--- config.mk ---
export PLATFORM = sky130hd
export DESIGN_NAME = mem_bus_arbiter
export DESIGN_NICKNAME = d
export VERILOG_FILES = /design/src/rtl/mem_bus_arbiter.sv
export SDC_FILE = /design/constraint.sdc
export NUM_CORES = 1
export LEC_CHECK = 0
export BUFFER_PORTS_ARGS = -buffer_cell sky130_fd_sc_hd__buf_2
export CORE_AREA = 2 2 108 110
export CTS_CLUSTER_SIZE = 16
export DETAILED_ROUTE_END_ITERATION = 16
export DIE_AREA = 0 0 110 112
export PLACE_DENSITY = 0.73
export SYNTH_ARGS = -nofsm -noshare
export SYNTH_HDL_FRONTEND = slang
export SYNTH_SLANG_ARGS = --single-unit
--- constraint.sdc ---
create_clock -name clk -period 2.3 [get_ports clk]
set_input_delay 0.69 -clock clk [delete_from_list [all_inputs] [get_ports clk]]
set_output_delay 0.69 -clock clk [all_outputs]
set_load 0.02 [all_outputs]
--- src/rtl/mem_bus_arbiter.sv ---
// rtl/mem_bus_arbiter.sv - shares one SRAM-like memory port between fetch and data requesters
//
// Purpose:
//   Accepts one request at a time from either the instruction (fetch) side or
//   the data side, forwards it through registered m_* outputs, and routes the
//   single response back to whichever side owns the transaction. Data wins
//   arbitration unless instruction fetch has lost STARVE_MAX times in a row.
//   A flush discards the response of an in-flight fetch without withdrawing
//   the memory request.
//
// Ports:
//   clk, reset                  clock, synchronous active-high reset
//   flush                       pipeline flush; kills in-flight fetch response
//   inst_req/inst_addr          fetch request (always a 32-bit read)
//   inst_addr_ok/data_ok/rdata  fetch grant, response strobe, read data
//   data_req/wr/size/wstrb/
//   data_addr/data_wdata        data request
//   data_addr_ok/data_ok/rdata  data grant, response strobe, read data
//   m_req/wr/size/wstrb/
//   m_addr/m_wdata              registered memory-side request
//   m_addr_ok/m_data_ok/m_rdata memory-side handshake and read data

module mem_bus_arbiter #(
  parameter int STARVE_MAX = 4
) (
  input  logic        clk,
  input  logic        reset,
  input  logic        flush,

  input  logic        inst_req,
  input  logic [31:0] inst_addr,
  output logic        inst_addr_ok,
  output logic        inst_data_ok,
  output logic [31:0] inst_rdata,

  input  logic        data_req,
  input  logic        data_wr,
  input  logic [1:0]  data_size,
  input  logic [3:0]  data_wstrb,
  input  logic [31:0] data_addr,
  input  logic [31:0] data_wdata,
  output logic        data_addr_ok,
  output logic        data_data_ok,
  output logic [31:0] data_rdata,

  output logic        m_req,
  output logic        m_wr,
  output logic [1:0]  m_size,
  output logic [3:0]  m_wstrb,
  output logic [31:0] m_addr,
  output logic [31:0] m_wdata,
  input  logic        m_addr_ok,
  input  logic        m_data_ok,
  input  logic [31:0] m_rdata
);

  typedef enum logic [1:0] {
    IDLE = 2'd0,
    REQ  = 2'd1,
    RESP = 2'd2
  } state_t;

  typedef enum logic {
    OWN_I = 1'b0,
    OWN_D = 1'b1
  } own_t;

  localparam logic [2:0] STARVE_LIM = 3'(STARVE_MAX);
  localparam logic [2:0] CNT_SAT    = 3'd7;

  state_t     state;
  state_t     state_nxt;
  own_t       own;
  logic       discard;
  logic [2:0] starve_cnt;

  logic       inst_live;
  logic       starved;
  logic       grant_i;
  logic       grant_d;
  logic       resp_fire;

  // A flushed fetch request is not a real competitor this cycle: it neither
  // wins a grant nor counts toward starvation.
  assign inst_live = inst_req && !flush;
  assign starved   = (starve_cnt == STARVE_LIM);

  // --------------------------------------------------------------------------
  // State register
  // --------------------------------------------------------------------------
  always_ff @(posedge clk) begin
    if (reset) begin
      state <= IDLE;
    end else begin
      state <= state_nxt;
    end
  end

  // --------------------------------------------------------------------------
  // Next state, arbitration and requester-facing outputs
  // --------------------------------------------------------------------------
  always_comb begin
    state_nxt    = state;
    grant_i      = 1'b0;
    grant_d      = 1'b0;
    resp_fire    = 1'b0;
    inst_addr_ok = 1'b0;
    data_addr_ok = 1'b0;
    inst_data_ok = 1'b0;
    data_data_ok = 1'b0;
    inst_rdata   = '0;
    data_rdata   = '0;

    case (state)
      IDLE: begin
        // Data has priority unless fetch has been passed over STARVE_MAX
        // times while it was waiting.
        if (data_req && !(inst_live && starved)) begin
          grant_d = 1'b1;
        end else if (inst_live) begin
          grant_i = 1'b1;
        end
        if (grant_i || grant_d) begin
          state_nxt = REQ;
        end
      end

      REQ: begin
        if (m_addr_ok) begin
          state_nxt = RESP;
        end
      end

      RESP: begin
        if (m_data_ok) begin
          state_nxt = IDLE;
          resp_fire = 1'b1;
        end
      end

      default: begin
        state_nxt = IDLE;
      end
    endcase

    // While reset is held, nothing is granted and nothing is returned; the
    // transaction in flight is simply abandoned.
    if (!reset) begin
      inst_addr_ok = grant_i;
      data_addr_ok = grant_d;
      // A flush coinciding with the response also kills that response, not
      // just later ones.
      inst_data_ok = resp_fire && (own == OWN_I) && !discard && !flush;
      data_data_ok = resp_fire && (own == OWN_D);
    end

    if (inst_data_ok) begin
      inst_rdata = m_rdata;
    end
    if (data_data_ok) begin
      data_rdata = m_rdata;
    end
  end

  // --------------------------------------------------------------------------
  // Memory-side request registers, owner, discard flag, starvation counter
  // --------------------------------------------------------------------------
  always_ff @(posedge clk) begin
    if (reset) begin
      own        <= OWN_I;
      discard    <= 1'b0;
      starve_cnt <= '0;
      m_req      <= 1'b0;
      m_wr       <= 1'b0;
      m_size     <= '0;
      m_wstrb    <= '0;
      m_addr     <= '0;
      m_wdata    <= '0;
    end else begin
      if (grant_i) begin
        own        <= OWN_I;
        m_req      <= 1'b1;
        m_wr       <= 1'b0;
        m_size     <= 2'd2;
        m_wstrb    <= 4'd0;
        m_addr     <= inst_addr;
        m_wdata    <= '0;
        starve_cnt <= '0;
      end else if (grant_d) begin
        own     <= OWN_D;
        m_req   <= 1'b1;
        m_wr    <= data_wr;
        m_size  <= data_size;
        m_wstrb <= data_wstrb;
        m_addr  <= data_addr;
        m_wdata <= data_wdata;
        // Only a D grant that actually beat a live fetch counts as starving it.
        if (inst_live && (starve_cnt != CNT_SAT)) begin
          starve_cnt <= starve_cnt + 3'd1;
        end
      end else if ((state == REQ) && m_addr_ok) begin
        m_req <= 1'b0;
      end

      // The memory request is never withdrawn; a flush only marks the fetch
      // response for silent discard. The response ends the transaction, so it
      // also retires the mark.
      if ((state == RESP) && m_data_ok) begin
        discard <= 1'b0;
      end else if (flush && (own == OWN_I) && ((state == REQ) || (state == RESP))) begin
        discard <= 1'b1;
      end
    end
  end

endmodule

==> results_dict.tcl <==
set metrics [dict create \
    setup_tns_ns -12.87 \
    drt-initial-drc-count 214 \
    slew_viol_final 0 \
    yosysMostFrequentCell "nand2_1" \
    drtAntennaViolNets 0 \
    relSlewSlack 0.6672 \
    grt_max_degree 62 \
    cp_max_fo 5 \
    rows 39 \
    async_reset_ff_frac 0 \
    dieWidth_um 110 \
    cap_violations 0 \
    power_leakage_uw 0.003251 \
    fmax_mhz 394.5 \
    clockBufferDepth 2 \
    clockRootBuffer "clkbuf_16" \
    antenna_found_initial 1 \
    ys_seq_area_frac 0.4152 \
    grt_usage 0.2099 \
    ctsHoldBuffers 0 \
    synth_ff_type "dfxtp_1" \
    netlist.area_leader.share 0.4152 \
    setup_viol 66 \
    die_h_um 112 \
    crit_path_end_kind "output pin" \
    tritoncts "done" \
    synth_cell_types 36 \
    synth.net_count 630 \
    drc 0 \
    fin_crit_ns 2.535 \
    hold_viol_final 0 \
    num_io_pins 282 \
    first_global_vias 4093 \
    synth_edf_count 0 \
    mappedNetlistArea_um2 3809 \
    area_growth_pct 72.96 \
    wl_per_cell_um 15.49 \
    skew_ns 0.009951 \
    hp-class "flop to flop" \
    peakVddDrop_mv 0.4714 \
    portBuffers 281 \
    ys_top_cells_by_area "dfxtp_1 (42%), nand2_1 (12%), and2_1 (11%)" \
    post-route-period-util 1.102 \
    start_kind "input pin" \
    syn_avg_cell_area_um2 7.935 \
    insertion_delay_ns 0.33 \
    grt_pass1_wl_um 20200 \
    h-tree-depth 3 \
    synthCells 480 \
    num_vias 4358 \
    fin_nets 915 \
    clkSinkCount 79 \
    worstMarginPinSlew_ns 0.4992 \
    crit_type "input pin to output pin" \
    synth_seq_cells 79 \
    die_area_um2 12320 \
    start_util 0.3408 \
    final_layout_size_suffix_gt1_frac 0.5468 \
    core_area_um2 11170 \
    ys_warn_count 0 \
    layout_setup_ws_ns -0.2348 \
    first_pass_iters 4 \
    drt-total-wl_um 14160 \
    yosys-top-cells-count "nand2_1 (122), dfxtp_1 (79), and2_1 (64), a21oi_1 (51)" \
    gp_congestion 0.7941 \
    p_per_area_nw_per_um2 802.9 \
    rsz0062_at_grt "yes" \
    synth_top_cell_by_area "dfxtp_1" \
    dp_hpwl_um 9352 \
    avgViaCountPerCell 4.768 \
    path_clk_slew_ns 0.06 \
    dp_cells 882 \
    power_uw 5289 \
    numCtsBuffers 9 \
    grt-ovfl-total 0 \
    status "finished with violations" \
    violations "setup timing" \
    final_cells 914 \
    cp_data_required_time_ns 1.61 \
    arrival_ns 1.84 \
]
[layer usage]
metal / up-vias / track usage / wire length [um]
met1: 1978 / 0.2238 / 5361
li1: 2171 / - / -
met3: 27 / 0.05972 / 1175
met5: - / 0 / 0
met4: 0 / 0.09030 / 384
met2: 182 / 0.3775 / 7236
[cell families after synthesis]
kind of cell / share of synthesized area
fa+ha+maj: 0.02628
simple gates: 0.3137
compound gates: 0.1738
buf+inv: 0.06307
flops: 0.4152
mux: 0.007885
[critical path, cell delays in order]
cell      delay, ns
buf_6          0.09
nand3b_1       0.20
nor4_4         0.18
buf_6          0.15
buf_8          0.12
buf_12         0.12
and2_2         0.16
buf_6          0.12
[metrics by stage]
stage	util	area [um^2]	setup WS, ns	hold slack (ns)
after global routing	0.5895	6588	-0.2892	0.4709
final	0.5895	6588	-0.2348	0.4482
after detailed placement	0.4898	5473	-0.1269	0.4434
after CTS	0.5704	6374	-0.2056	0.4522
after floorplan	-	3901	-0.09714	0.4871
after global placement	0.4898	5473	-0.1017	0.4388
[layout by cell type (no fill, tap or decap), drive strengths merged, types with 3 or more instances in the layout]
| cell type | instances |
|---|---|
| buf | 310 |
| nand2 | 122 |
| dfxtp | 79 |
| and2 | 64 |
| a21oi | 62 |
| and3 | 22 |
| o22ai | 22 |
| nor2 | 20 |
| clkbuf | 13 |
| a311oi | 11 |
| inv | 8 |
| ha | 8 |
| mux2i | 3 |
[report_power, final]
group	switching (uW)	total, uW	internal, uW
clock network	573	1530	958
logic	1220	2010	783
registers	121	1750	1630
[cell type report]
cell class	count	area, um^2
repair buffers	313	2290
flip-flops and latches	79	1587
multi-input cells	356	2186
fillers	985	4587
clock inverters	6	92.59
well taps	143	178.9
clock buffers	10	229.0
inverters	6	22.52
diodes	1	2.502
[worst paths after layout]
path | startpoint | end | slack [ns] | depth (start not counted)
setup reg to reg | state[0]$_SDFFE_PP0P_ | m_addr[4]$_SDFFE_PP0P_ | 0.36 | 9
hold / removal | m_wstrb[1]$_SDFFE_PP0P_ | m_wstrb[1]$_SDFFE_PP0P_ | 0.45 | 2
hold reg to reg | m_wstrb[1]$_SDFFE_PP0P_ | m_wstrb[1]$_SDFFE_PP0P_ | 0.45 | 2
setup / recovery | reset | inst_rdata[4] | -0.23 | 8
[sequential cells by signal (all words and copies together) (netlist names)]
signal      count
m_wstrb         4
discard         1
starve_cnt      3
own             1
m_wdata        32
m_req           1
m_size          2
m_wr            1
m_addr         32
state           2
[timing repair]
action / CTS / global route
gates resized for setup: 153 / 51
pin swaps: 9 / 27
buffers inserted: 7 / 3
cloned: 2 / 4
setup endpoints to repair: 68 / 68
Power figures use the tool's default switching activity.
